**src/rtl/alarm_pkg.sv**
```systemverilog
// Shared constants for the alarm ring controller: FSM state encodings and
// default timing parameters.
package alarm_pkg;

    localparam logic [1:0] ST_DISABLED = 2'b00;
    localparam logic [1:0] ST_ARMED    = 2'b01;
    localparam logic [1:0] ST_RINGING  = 2'b10;
    localparam logic [1:0] ST_SNOOZING = 2'b11;

    localparam int SNOOZE_SECS_DEF  = 300;
    localparam int RING_TIMEOUT_DEF = 60;
    localparam int MAX_SNOOZE_DEF   = 3;
    localparam int TW_DEF           = 10;

endpackage

```
**src/rtl/rise_edge.sv**
```systemverilog
// One-bit registered rising-edge detector. RESET_VAL sets the remembered
// level after reset; a value of 1 means a level already high when reset is
// released is not reported as an edge.
module rise_edge #(
    parameter logic RESET_VAL = 1'b0
) (
    input  logic clk,
    input  logic Resetn,
    input  logic d,
    output logic rise
);

    logic d_q;
    logic d_d;

    // Next value of the delayed level is simply the current level.
    always_comb begin
        d_d = d;
    end

    // Delayed copy of the input level.
    always_ff @(posedge clk or negedge Resetn) begin
        if (!Resetn) begin
            d_q <= RESET_VAL;
        end else begin
            d_q <= d_d;
        end
    end

    assign rise = d & ~d_q;

endmodule

```
**src/rtl/alarm_ring_controller.sv**
```systemverilog
// Alarm sequencer: arms on enable, rings when the clock reaches the alarm
// time, and handles stop, snooze (limited count) and unanswered-ring timeout
// using a single shared down-timer clocked by the 1 Hz tick.
module alarm_ring_controller
    import alarm_pkg::*;
#(
    parameter int SNOOZE_SECS  = SNOOZE_SECS_DEF,
    parameter int RING_TIMEOUT = RING_TIMEOUT_DEF,
    parameter int MAX_SNOOZE   = MAX_SNOOZE_DEF,
    parameter int TW           = TW_DEF
) (
    input  logic          clk,
    input  logic          Resetn,
    input  logic          tick_1hz,
    input  logic          enable_sw,
    input  logic          stop_btn,
    input  logic          snooze_btn,
    input  logic [5:0]    clock_sec,
    input  logic [5:0]    clock_min,
    input  logic [5:0]    alarm_sec,
    input  logic [5:0]    alarm_min,
    output logic [1:0]    state,
    output logic          armed_led,
    output logic          ring,
    output logic          buzzer,
    output logic [2:0]    snooze_count,
    output logic          missed,
    output logic [TW-1:0] remaining
);

    logic [1:0]    state_q, state_d;
    logic [TW-1:0] timer_q, timer_d;
    logic [2:0]    snooze_count_q, snooze_count_d;
    logic          missed_q, missed_d;
    logic          beep_q, beep_d;

    logic eq;
    logic match_rise;
    logic stop_rise;
    logic snooze_rise;
    logic expire;
    logic snooze_ok;

    assign eq = (clock_min == alarm_min) && (clock_sec == alarm_sec);

    // Buttons remember "high" through reset so a held button is not a press.
    rise_edge #(.RESET_VAL(1'b1)) u_stop_edge (
        .clk(clk), .Resetn(Resetn), .d(stop_btn), .rise(stop_rise)
    );
    rise_edge #(.RESET_VAL(1'b1)) u_snooze_edge (
        .clk(clk), .Resetn(Resetn), .d(snooze_btn), .rise(snooze_rise)
    );
    rise_edge #(.RESET_VAL(1'b0)) u_eq_edge (
        .clk(clk), .Resetn(Resetn), .d(eq), .rise(match_rise)
    );

    assign expire    = tick_1hz && (timer_q == TW'(1));
    assign snooze_ok = (snooze_count_q < 3'(MAX_SNOOZE));

    // Next-state logic; branch order encodes event priority.
    always_comb begin
        state_d        = state_q;
        timer_d        = timer_q;
        snooze_count_d = snooze_count_q;
        missed_d       = missed_q;
        beep_d         = beep_q;
        if (!enable_sw) begin
            state_d        = ST_DISABLED;
            timer_d        = '0;
            snooze_count_d = 3'd0;
            missed_d       = 1'b0;
            beep_d         = 1'b0;
        end else begin
            case (state_q)
                ST_DISABLED: begin
                    state_d = ST_ARMED;
                end
                ST_ARMED: begin
                    if (match_rise) begin
                        state_d  = ST_RINGING;
                        timer_d  = TW'(RING_TIMEOUT);
                        beep_d   = 1'b1;
                        missed_d = 1'b0;
                    end else begin
                        state_d = ST_ARMED;
                    end
                end
                ST_RINGING: begin
                    if (stop_rise) begin
                        state_d        = ST_ARMED;
                        timer_d        = '0;
                        snooze_count_d = 3'd0;
                        beep_d         = 1'b0;
                    end else if (expire) begin
                        state_d        = ST_ARMED;
                        timer_d        = '0;
                        snooze_count_d = 3'd0;
                        missed_d       = 1'b1;
                        beep_d         = 1'b0;
                    end else if (snooze_rise && snooze_ok) begin
                        state_d        = ST_SNOOZING;
                        timer_d        = TW'(SNOOZE_SECS);
                        snooze_count_d = snooze_count_q + 3'd1;
                        beep_d         = 1'b0;
                    end else if (tick_1hz) begin
                        timer_d = (timer_q != '0) ? (timer_q - TW'(1)) : timer_q;
                        beep_d  = ~beep_q;
                    end else begin
                        state_d = ST_RINGING;
                    end
                end
                ST_SNOOZING: begin
                    if (stop_rise) begin
                        state_d        = ST_ARMED;
                        timer_d        = '0;
                        snooze_count_d = 3'd0;
                    end else if (expire) begin
                        state_d = ST_RINGING;
                        timer_d = TW'(RING_TIMEOUT);
                        beep_d  = 1'b1;
                    end else if (tick_1hz) begin
                        timer_d = (timer_q != '0) ? (timer_q - TW'(1)) : timer_q;
                    end else begin
                        state_d = ST_SNOOZING;
                    end
                end
                default: begin
                    state_d        = ST_DISABLED;
                    timer_d        = '0;
                    snooze_count_d = 3'd0;
                    missed_d       = 1'b0;
                    beep_d         = 1'b0;
                end
            endcase
        end
    end

    // State, timer and counter registers.
    always_ff @(posedge clk or negedge Resetn) begin
        if (!Resetn) begin
            state_q        <= ST_DISABLED;
            timer_q        <= '0;
            snooze_count_q <= 3'd0;
            missed_q       <= 1'b0;
            beep_q         <= 1'b0;
        end else begin
            state_q        <= state_d;
            timer_q        <= timer_d;
            snooze_count_q <= snooze_count_d;
            missed_q       <= missed_d;
            beep_q         <= beep_d;
        end
    end

    assign state        = state_q;
    assign armed_led    = (state_q != ST_DISABLED);
    assign ring         = (state_q == ST_RINGING);
    assign buzzer       = (state_q == ST_RINGING) && beep_q;
    assign snooze_count = snooze_count_q;
    assign missed       = missed_q;
    assign remaining    = ((state_q == ST_RINGING) || (state_q == ST_SNOOZING)) ? timer_q : '0;

endmodule

```
**config.mk**
```make
export PLATFORM = sky130hd
export DESIGN_NAME = alarm_ring_controller
export DESIGN_NICKNAME = d
export VERILOG_FILES = /design/src/rtl/alarm_pkg.sv /design/src/rtl/rise_edge.sv /design/src/rtl/alarm_ring_controller.sv
export SDC_FILE = /design/constraint.sdc
export NUM_CORES = 1
export LEC_CHECK = 0
export BUFFER_PORTS_ARGS = -buffer_cell sky130_fd_sc_hd__clkbuf_2
export CORE_ASPECT_RATIO = 0.8
export CORE_MARGIN = 4
export CORE_UTILIZATION = 39
export CTS_BUF_LIST = sky130_fd_sc_hd__clkbuf_8
export CTS_CLUSTER_DIAMETER = 80
export DETAILED_ROUTE_END_ITERATION = 12
export PLACE_DENSITY = 0.61
export SLEW_MARGIN = 20
export SYNTH_ARGS = -nofsm -noshare
export SYNTH_HDL_FRONTEND = slang
export SYNTH_SLANG_ARGS = --single-unit
```
**constraint.sdc**
```tcl
create_clock -name clk -period 4.7 [get_ports clk]
set_clock_uncertainty 0.1 [all_clocks]
set_input_delay 0.94 -clock clk [delete_from_list [all_inputs] [get_ports clk]]
set_output_delay 0.94 -clock clk [all_outputs]
set_load 0.02 [all_outputs]
```
==> impl_metrics.csv <==
group,metric,value,unit
global_routing,grt_first_pass_wirelength,6851,um
clocking,cts_sinks,20,
setup_path,critical_path_class,"reg2out",
global_routing,grt.total_usage,0.1701,
setup_path,critPathArrivalTime,1.64,ns
sta,fin_crit,2.681,ns
final_layout,fin_nets,251,
final_layout,n_antenna_cell,0,
die,ios,49,
logic_synthesis,muxShareOfSynthArea,0.02768,
setup_path,cp-start-kind,"flip-flop",
sta,fin_ws,2.019,ns
flow_run,max_cap_violations,0,
clocking,cts_buffer_depth,2,
route,viasPerCell,5.651,
route,drc,0,
sta,fmax,373.0,MHz
clocking,cts-htree-levels,1,
logic_synthesis,synth_common_cells,"dfrtp_1 (18), nand2_1 (16), nor2_1 (14)",
die,die_x,77.14,um
sta,slew_headroom,0.6090,
global_routing,grt_max_degree,21,
logic_synthesis,synth_top_family_by_area,"simple AND/OR/NAND/NOR gates",
logic_synthesis,yosys_most_used_dff,"dfrtp_1",
place,dp_hpwl,3073,um
route,highest_layer,"met4",
clocking,clock_tree.root_cell,"clkbuf_8",
logic_synthesis,yosys.area_share.simple,0.2945,
logic_synthesis,netlist_area,1491,um^2
worst_hold_path,hold_path.class,"reg2reg",
route,routed_wl,3943,um
place,port-buffer-count,48,
setup_path,cp.required,3.66,ns
route,detail_route.wl_per_cell,15.28,um
logic_synthesis,synthAdderAreaFrac,0.03356,
route,wl_met1,1862,um
clocking,holdBufCountCts,0,
sta,setup_viol,0,
clocking,cts_resized,0,
logic_synthesis,synth-edff-count,0,
logic_synthesis,async_reset_ff_frac,1.000,
final_layout,fillers,353,
logic_synthesis,yosysMostFrequentCell,"dfrtp_1",
sta,hold_viol,0,
sta,setup_tns,0,ns
sta,period_share,0.5704,
die,fp-row-count,19,
logic_synthesis,avgSynthCellArea,8.671,um^2
logic_synthesis,synthTopCellsByArea,"dfrtp_1 (30%), xor2_1 (7.0%), and2_1 (4.2%)",
route,dr_total_vias,1458,
logic_synthesis,ys_seq_area_frac,0.3372,
logic_synthesis,synth_xor_area_frac,0.07047,
logic_synthesis,ys_ff_latch,20,
sta,tightest_slew,0.5865,ns
place,place.gp.congestion,0.8731,
clocking,clock_latency,0.27,ns
global_routing,antenna_found_initial,0,
power_and_ir_drop,worst_ir_drop_vdd,0.1349,mV
route,wl_met3,292,um
place,dp_slack,1.783,ns
final_layout,final_util,0.5105,
power_and_ir_drop,power.density,217.3,nW/um^2
die,die_y,63.31,um
route,postRouteAntennaNets,0,
power_and_ir_drop,p_leak,0.0008724,uW
die,coreArea,3566,um^2
setup_path,critPathMaxFanout,18,
global_routing,grt_overflow_total,0,
logic_synthesis,synth_compound_area_frac,0.1904,
logic_synthesis,synth_top_area_frac,0.3020,
final_layout,area_delta_synth_final,22.06,%
global_routing,first_global_vias,1414,
sta,slew_violations,0,
logic_synthesis,synth_cells,172,
logic_synthesis,synth_warnings,0,
die,initial_core_util,0.4182,
route,drt_iter0_drc,173,
clocking,post-cts-setup-buffer-count,0,
clocking,numCtsBuffers,3,
logic_synthesis,syn_nets,206,
die,die_area,4884,um^2
clocking,clk_pin_slew_worst_paths,0.08,ns
logic_synthesis,synth_cell_type_count,52,
setup_path,r2r_slack,2.30,ns
route,wl_met2,1751,um
run_status,status,"finished, final reports clean",
clocking,cts_tree,"yes",
route,dr.pass1.iters,4,
final_layout,final_layout_size_suffix_gt1_frac,0.2824,
sta,rsz0062_at_grt,"no",
setup_path,end_kind,"output port",
logic_synthesis,yosysTopAreaCell,"dfrtp_1",
## worst max-delay path: stages (launching register included)
cell      delay [ns]
dfrtp_1         0.72
inv_1           0.31
nor2_1          0.17
clkbuf_2        0.18
## power by group
part,internal (uW),switching (uW),leakage (uW)
clock network,114,61.6,0.0000357
logic,19.0,25.6,0.000566
registers,174,1.67,0.000270
## final cells by class
type	count	area [um^2]	share of cell area
clock buffer	3	41.29	0.02268
tap	42	52.55	0.02887
timing repair buffer	48	240.2	0.1320
clock inverter	1	30.03	0.01649
sequential	20	503.0	0.2763
inverter	7	26.28	0.01443
multi-input combinational	137	927.1	0.5093
## cells by family after synthesis
| group | after synthesis |
|---|---|
| simple gates | 79 |
| flops | 20 |
| compound gates | 38 |
| xor+xnor | 12 |
| buf+inv | 15 |
| mux | 4 |
| fa+ha+maj | 4 |
## layout by cell type (no fill, tap or decap), types with 7 or more instances in the layout
cell type,synthesis,final
nand3_1,8,8
nand2_1,16,16
and2_1,10,10
dfrtp_1,18,18
clkbuf_2,0,48
nand2b_1,7,7
a21oi_1,9,9
inv_1,7,7
nor2_1,14,14
xor2_1,12,12
## worst paths after layout
| kind | cells past startpoint | startpoint | to |
|---|---|---|---|
| min | 2 | snooze_count[2] | snooze_count[2] |
| max in group asynchronous | 1 | Resetn | u_stop_edge.d_q |
| min reg2reg | 2 | snooze_count[2] | snooze_count[2] |
| max reg2reg | 7 | timer_q[1] | timer_q[5] |
| max | 3 | state[1] | remaining[9] |
| min in group asynchronous | 1 | Resetn | snooze_count[1] |
## sequential cells by signal, summed over array words and instances (netlist names)
signal,cells
beep_q,1
missed,1
snooze_count,3
u_eq_edge.d_q,1
timer_q,10
u_stop_edge.d_q,1
u_snooze_edge.d_q,1
state,2
## through the flow
step	total power [uW]	hold WS, ns	area (um^2)	cells
floorplan	199.7	0.3912	1491	172
global placement	222.0	0.4092	1742	254
detailed placement	223.5	0.4248	1742	254
CTS	400.1	0.4441	1813	258
global route	412.3	0.4639	1821	258
finish	395.7	0.4354	1821	258
## layer usage
| metal | up-vias | GRT usage |
|---|---|---|
| met5 | - | 0 |
| met4 | 0 | 0.03111 |
| met3 | 8 | 0.04558 |
| met2 | 61 | 0.2608 |
| met1 | 674 | 0.2418 |
| li1 | 715 | - |
Power figures use the tool's default switching activity.
